### src/rtl/refill_arbiter.sv
// Main-memory bus arbiter for the I-cache refill port and the D-cache
// refill/writeback port. A grant covers one full line burst of BEATS words;
// the arbiter generates the beat addresses and routes data between the owner
// and memory. Simultaneous requests are settled round-robin.
//
// Handshake rule (memory side): a beat transfers in any cycle where
// m_valid & m_ready. While m_ready is low the beat is held with identical
// address and data; m_valid only drops outside BURST (or on reset).
module refill_arbiter #(
  parameter int BEATS      = 4,
  parameter int ADDR_WIDTH = 32,
  parameter int DATA_WIDTH = 32
) (
  input  logic                  clk,
  input  logic                  rst,
  input  logic                  i_req,
  input  logic [ADDR_WIDTH-1:0] i_addr,
  output logic                  i_gnt,
  output logic                  i_rvalid,
  output logic [DATA_WIDTH-1:0] i_rdata,
  output logic                  i_done,
  input  logic                  d_req,
  input  logic                  d_we,
  input  logic [ADDR_WIDTH-1:0] d_addr,
  input  logic [DATA_WIDTH-1:0] d_wdata,
  output logic                  d_gnt,
  output logic                  d_wready,
  output logic                  d_rvalid,
  output logic [DATA_WIDTH-1:0] d_rdata,
  output logic                  d_done,
  output logic                  m_valid,
  output logic                  m_we,
  output logic [ADDR_WIDTH-1:0] m_addr,
  output logic [DATA_WIDTH-1:0] m_wdata,
  input  logic                  m_ready,
  input  logic [DATA_WIDTH-1:0] m_rdata,
  output logic                  busy,
  output logic [1:0]            state_dbg
);

  typedef enum logic [1:0] {
    IDLE  = 2'd0,
    BURST = 2'd1,
    DONE  = 2'd2
  } state_t;

  localparam int BW = $clog2(BEATS);
  // Clears the byte offset within a line so bursts always start aligned.
  localparam logic [ADDR_WIDTH-1:0] LINE_MASK = ~ADDR_WIDTH'(BEATS * 4 - 1);
  localparam logic [BW-1:0] LAST_BEAT = BW'(BEATS - 1);

  state_t                state;
  logic                  own_i;    // one-hot owner; both 0 when the bus is free
  logic                  own_d;
  logic                  last_d;   // last completed owner was D
  logic                  we_q;
  logic [ADDR_WIDTH-1:0] base;
  logic [BW-1:0]         beat;
  logic                  hs;
  logic                  pick_d;

  // D wins when it is the only requester, or on a tie when I went last.
  always_comb begin
    pick_d = d_req & (~i_req | ~last_d);
  end

  // Arbitration FSM: grant, walk the burst beats, then release the bus.
  always_ff @(posedge clk or negedge rst) begin
    if (!rst) begin
      state  <= IDLE;
      own_i  <= 1'b0;
      own_d  <= 1'b0;
      last_d <= 1'b0;
      we_q   <= 1'b0;
      base   <= '0;
      beat   <= '0;
    end else begin
      case (state)
        IDLE: begin
          if (i_req | d_req) begin
            own_d <= pick_d;
            own_i <= ~pick_d;
            we_q  <= pick_d & d_we;
            base  <= (pick_d ? d_addr : i_addr) & LINE_MASK;
            beat  <= '0;
            state <= BURST;
          end
        end
        BURST: begin
          if (hs) begin
            // Beat counter wraps naturally after the last beat.
            beat <= beat + 1'b1;
            if (beat == LAST_BEAT) state <= DONE;
          end
        end
        DONE: begin
          last_d <= own_d;
          own_i  <= 1'b0;
          own_d  <= 1'b0;
          we_q   <= 1'b0;
          state  <= IDLE;
        end
        default: state <= IDLE;
      endcase
    end
  end

  // Memory-side beat request; the offset is OR-free addition into an aligned
  // base, so it can never carry out of the line.
  always_comb begin
    m_valid = (state == BURST);
    hs      = m_valid & m_ready;
    m_we    = m_valid & we_q;
    m_addr  = m_valid ? (base + ADDR_WIDTH'({beat, 2'b00})) : '0;
    m_wdata = own_d ? d_wdata : '0;
  end

  // Requester-side grants, beat strobes and completion pulses.
  always_comb begin
    i_gnt     = own_i;
    d_gnt     = own_d;
    i_rvalid  = hs & ~we_q & own_i;
    d_rvalid  = hs & ~we_q & own_d;
    d_wready  = hs & we_q & own_d;
    i_rdata   = m_rdata;
    d_rdata   = m_rdata;
    i_done    = (state == DONE) & own_i;
    d_done    = (state == DONE) & own_d;
    busy      = (state != IDLE);
    state_dbg = state;
  end

endmodule
### config.mk
export PLATFORM = sky130hd
export DESIGN_NAME = refill_arbiter
export DESIGN_NICKNAME = d
export VERILOG_FILES = /design/src/rtl/refill_arbiter.sv
export SDC_FILE = /design/constraint.sdc
export NUM_CORES = 1
export LEC_CHECK = 0
export CAP_MARGIN = 10
export CORE_AREA = 3 3 104 106
export CTS_BUF_LIST = sky130_fd_sc_hd__clkbuf_4 sky130_fd_sc_hd__clkbuf_8 sky130_fd_sc_hd__clkbuf_16
export DETAILED_ROUTE_END_ITERATION = 7
export DIE_AREA = 0 0 107 109
export GPL_TIMING_DRIVEN = 0
export MAX_ROUTING_LAYER = met4
export PLACE_DENSITY = 0.69
export SLEW_MARGIN = 30
export SYNTH_ARGS = -nofsm -noshare
export SYNTH_HDL_FRONTEND = slang
export SYNTH_SLANG_ARGS = --single-unit
export TNS_END_PERCENT = 5
### constraint.sdc
create_clock -name clk -period 1.79 [get_ports clk]
set_clock_uncertainty 0.2 [all_clocks]
set_input_delay 0.2685 -clock clk [delete_from_list [all_inputs] [get_ports clk]]
set_output_delay 0.2685 -clock clk [all_outputs]
set_load 0.005 [all_outputs]
* Word-level counts from Yosys, hierarchy flattened
Cells that the tools add are included.
Widths: inputs -> output; s select.
** Word-level totals
- Bits in registers :: 36
- Input port bits :: 134
- Output and inout port bits :: 140
- Word-level logic and storage cells :: 56
** Cells by class
- Add/subtract/negate cells :: 2
- Equal/unequal tests :: 6
- Multiplexer cells :: 16
- Bitwise logic cells :: 17
- Reductions and logical operators :: 8
** Operators by type and width (number)
- $mux 32 :: 3
- $add 32x4->32 :: 1
- $and 1x1->1 :: 11
- $mux 2 :: 5
- $pmux 2 s2 :: 2
- $pmux 1 s2 :: 3
- $reduce_and 3->1 :: 2
- $reduce_bool 2->1 :: 3
- $eq 2x2->1 const B :: 2
- $ne 2x1->1 const B :: 2
- $not 1->1 :: 4
- $reduce_and 2->1 :: 2
- $mux 1 :: 3
- $add 2x1->2 const B :: 1
- $eq 2x1->1 const B :: 1
- $logic_not 2->1 :: 1
- $ne 2x2->1 const B :: 1
- $or 1x1->1 :: 2

* Logic depth before layout (Yosys ltp)
- Word-level depth :: 6
- Mapped depth :: 5
- Gate-level depth less buffers :: 4

* Worst setup path after synthesis
No wires, ideal clock.
- Path type :: reg2out
- From :: register state[0], in the netlist state_dbg[0]
- To :: output m_addr[10]
- Arrival :: 1.079 ns
- Path slack :: 0.243 ns
- Stages on the path, launching flop included :: 4
- Path buffers :: 1
- Cell sequence :: dfrtp_1 > nor2b_1 > clkbuf_1 > and2_1
** Between the ends
- Word-level cells in the longest chain between the ends :: 2
** RTL lines
- start, declared :: line 52 : state_t state;
- start signal, assigned :: line 70 : state <= IDLE;
- start signal, assigned :: line 86 : state <= BURST;
- start signal, assigned :: line 93 : if (beat == LAST_BEAT) state <= DONE;
- $eq 2x1->1 :: line 111 : m_valid = (state == BURST);
- $mux 32 :: line 114 : m_addr = m_valid ? (base + ADDR_WIDTH'({beat, 2'b00})) : '0;
- end, declared :: line 33 : output logic [ADDR_WIDTH-1:0] m_addr,
Every way passes these cells.

* Worst setup path in the final report
- From :: register state[0], in the netlist state_dbg[0]
- To :: output m_addr[8]
Same word-level chain as after synthesis.

==> flow_summary.yaml <==
global_routing:
  antenna_found_initial: 0
  grt_pass1_wl_mm: 16.1
  grt_max_degree: 21
  grt_pass1_vias: 3188
  overflow: 0
  grt_usage: 0.180
setup_path:
  critPathKind: "register to primary output"
  end_kind: "primary output"
  cp-start-kind: "register"
  crit_top_cell: "buf_6"
  crit_required_ns: 1.32
  slowest_delay_ns: 0.39
  crit_chain: "nor2b_4 -> buf_6 -> buf_6 -> clkbuf_8 -> and2_1 -> buf_2"
  rrSetupSlack_ns: -0.05
  cp.arrival_ns: 1.46
  slowest_stage: "dfrtp_1"
  crit_fanout: 5
placement:
  dpl.cell_count: 639
  dp_hpwl_mm: 8.48
  io_buffers: 231
  place_area_um2: 5040
  gp_congestion: 0.820
synth:
  syn_avg_cell_area_um2: 9.30
  synthXorXnorAreaFrac: 0
  synthTopCellsByArea: "dfrtp_1 (35%), buf_4 (20%), and2_1 (16%)"
  synth.area.mux_share: 0
  synth_adder_area_share: 0.00493
  syn_inst: 273
  ys_warn_count: 0
  synth_top_area_frac: 0.355
  synthFlopType: "dfrtp_1"
  yosys.area.top_type: "dfrtp_1"
  synth_edf_count: 0
  ys_types: 29
  synth_top_family_by_area: "simple AND/OR/NAND/NOR gates"
  async_flop_share: 1.00
  netlist_area_um2: 2540
  seq_area_frac_synth: 0.355
  synth_compound_area_frac: 0.137
  synth_seq_cells: 36
  synth-simple-area-share: 0.267
finish:
  layout.cells.non_filler: 673
  final_area_um2: 5410
  multi_input_area_um2: 1120
  area.growth.synth_to_final_pct: 113
  layout.area.seq_um2: 903
  antenna_cells: 0
  drive_gt1_frac: 0.341
  fill_cells: 883
  fin_nets: 675
sta:
  timing.final.ws_setup_ns: -0.139
  post-route-period-util: 1.08
  final-setup-viol-count: 72
  finalCriticalPeriod_ns: 1.93
  holdWs_ns: 0.256
  achievable-frequency_ghz: 0.519
  hold_viol_final: 0
  rsz0062_at_grt: "yes"
  setup_tns_ns: -5.47
  slew_viol_final: 0
power_and_ir_drop:
  seq_power_share: 0.243
  p_comb_frac: 0.652
  p_clk_frac: 0.105
  irDropWorstVdd_mv: 0.394
  leakage_nw: 2.64
  p_total_w: 0.00594
  p_switching_w: 0.00197
  p_int_w: 0.00397
  power-per-cell-area_nw_per_um2: 1100
  netSwitchingFraction: 0.332
routing:
  routed_wl_mm: 10.8
  antenna_left: 0
  num_vias: 2946
  via_per_inst: 4.38
  firstDrtPassIters: 4
  wire_per_inst_um: 16.1
  drt_iter0_markers: 90
  drc_errors: 0
clock_network:
  cts_tree: "done"
  cts_sinks: 36
  htreeDepth: 2
  path_clk_slew_ns: 0.08
  clock_path_buffers: 2
  clk_latency_ns: 0.29
  cts_buffers: 5
  cts-root-buf: "clkbuf_8"
floorplanning:
  row_count: 36
  die_w_um: 107
  core_um2: 9860
  die_area_um2: 11700
  pin_count: 274
  die_y_um: 109
  initial_utilization: 0.257
run:
  cap_violations: 0
status:
  violations: "negative setup slack"
  status: "finished, violations left"
worst_hold_path:
  min-delay-path-class: "primary input to async pin"
[metal layers]
metal  vias to the layer above  track usage  part of all wire
li1                       1403            -                 -
met2                       181        0.327              0.51
met4                         0       0.0648             0.026
met3                        14       0.0367             0.088
met5                         -            -                 0
met1                      1348        0.193              0.37
[registers in the layout, indices dropped and copies added, names as in the netlist]
signal,cells
we_q,1
d_gnt,1
base,28
state_dbg,2
beat,2
i_gnt,1
last_d,1
[critical path: cells and delay by family (launching register included)]
family	cells	cell delay [ns]
buf+inv	4	0.49
simple gates	2	0.29
flops	1	0.39
[cell families (layout without fill, tap and decap cells)]
| kind of cell | count (synthesis) | count (layout) |
|---|---|---|
| buffers and inverters | 87 | 353 |
| and+or+nand+nor | 111 | 111 |
| AOI/OAI and AO/OA | 37 | 37 |
| DFF | 36 | 36 |
| adders and majority gates | 1 | 1 |
| other | 1 | 2 |
[worst paths after layout]
path / from / to / depth (start not counted)
setup / recovery: state_dbg[0]$_DFFE_PN0P_ / m_addr[8] / 6
max in group asynchronous: rst / state_dbg[1]$_DFFE_PN0P_ / 3
setup reg to reg: state_dbg[1]$_DFFE_PN0P_ / base[8]$_DFFE_PN0P_ / 6
min in group clk: base[24]$_DFFE_PN0P_ / base[24]$_DFFE_PN0P_ / 1
hold reg to reg: base[24]$_DFFE_PN0P_ / base[24]$_DFFE_PN0P_ / 1
hold / removal: rst / base[17]$_DFFE_PN0P_ / 2
[final cells by class]
class,instances,share of cell area
plain buffers,84,0.121
clock buffers,7,0.0178
inverters,3,0.00208
multi-input cells,151,0.207
flip-flops and latches,36,0.167
well taps,133,0.0308
repair buffers,259,0.455
[metrics by stage]
stage           util  setup slack (ns)
3_3_place_gp   0.509            -0.727
5_1_grt        0.548            -0.194
2_1_floorplan      -             0.243
3_5_place_dp   0.511            -0.708
4_1_cts        0.543            -0.209
6_report       0.548            -0.139
[cells in the final DEF, fill, tap and decap left out, types with 3 or more instances in the layout]
| master | Yosys | layout |
|---|---|---|
| and2_1 | 63 | 53 |
| buf_6 | 2 | 20 |
| clkbuf_1 | 10 | 3 |
| and2_4 | 0 | 10 |
| clkbuf_8 | 0 | 15 |
| and3_1 | 30 | 30 |
| clkbuf_2 | 1 | 8 |
| nor2_4 | 0 | 3 |
| inv_1 | 3 | 3 |
| nand2_1 | 4 | 4 |
| a221o_1 | 28 | 28 |
| clkdlybuf4s15_1 | 0 | 13 |
| clkdlybuf4s15_2 | 0 | 5 |
| dfrtp_1 | 36 | 34 |
| clkdlybuf4s50_1 | 0 | 158 |
| dlygate4sd2_1 | 0 | 13 |
| buf_2 | 5 | 29 |
| buf_4 | 66 | 80 |
[synth_stat cells, types with 2 or more instances]
cell type / instances
a21o_1: 2
a221o_1: 28
and2_1: 63
and3_1: 30
buf_2: 5
buf_4: 66
buf_6: 2
clkbuf_1: 10
dfrtp_1: 36
inv_1: 3
nand2_1: 4
nand2b_1: 2
nor2_1: 4
nor3_1: 3
[repair_timing]
action                                  4_1_cts  5_1_grt
endpoints found under the hold margin        16        0
hold buffers                                  1        0
pin swaps                                     9        6
gates resized for setup                     242       35
setup buffers                                19        2
gates cloned                                  5        0
endpoints found under the setup margin       89       86
[power by group through the flow]
stage,combinational (W),clock [W],sequential [W]
6_report,0.00387,0.000624,0.00144
5_1_grt,0.00418,0.000680,0.00150
4_1_cts,0.00378,0.000655,0.00143
3_5_place_dp,0.00345,0,0.00144
3_3_place_gp,0.00342,0,0.00143
2_1_floorplan,0.00146,0,0.00136
No activity file was read; power rests on OpenSTA's default activity.
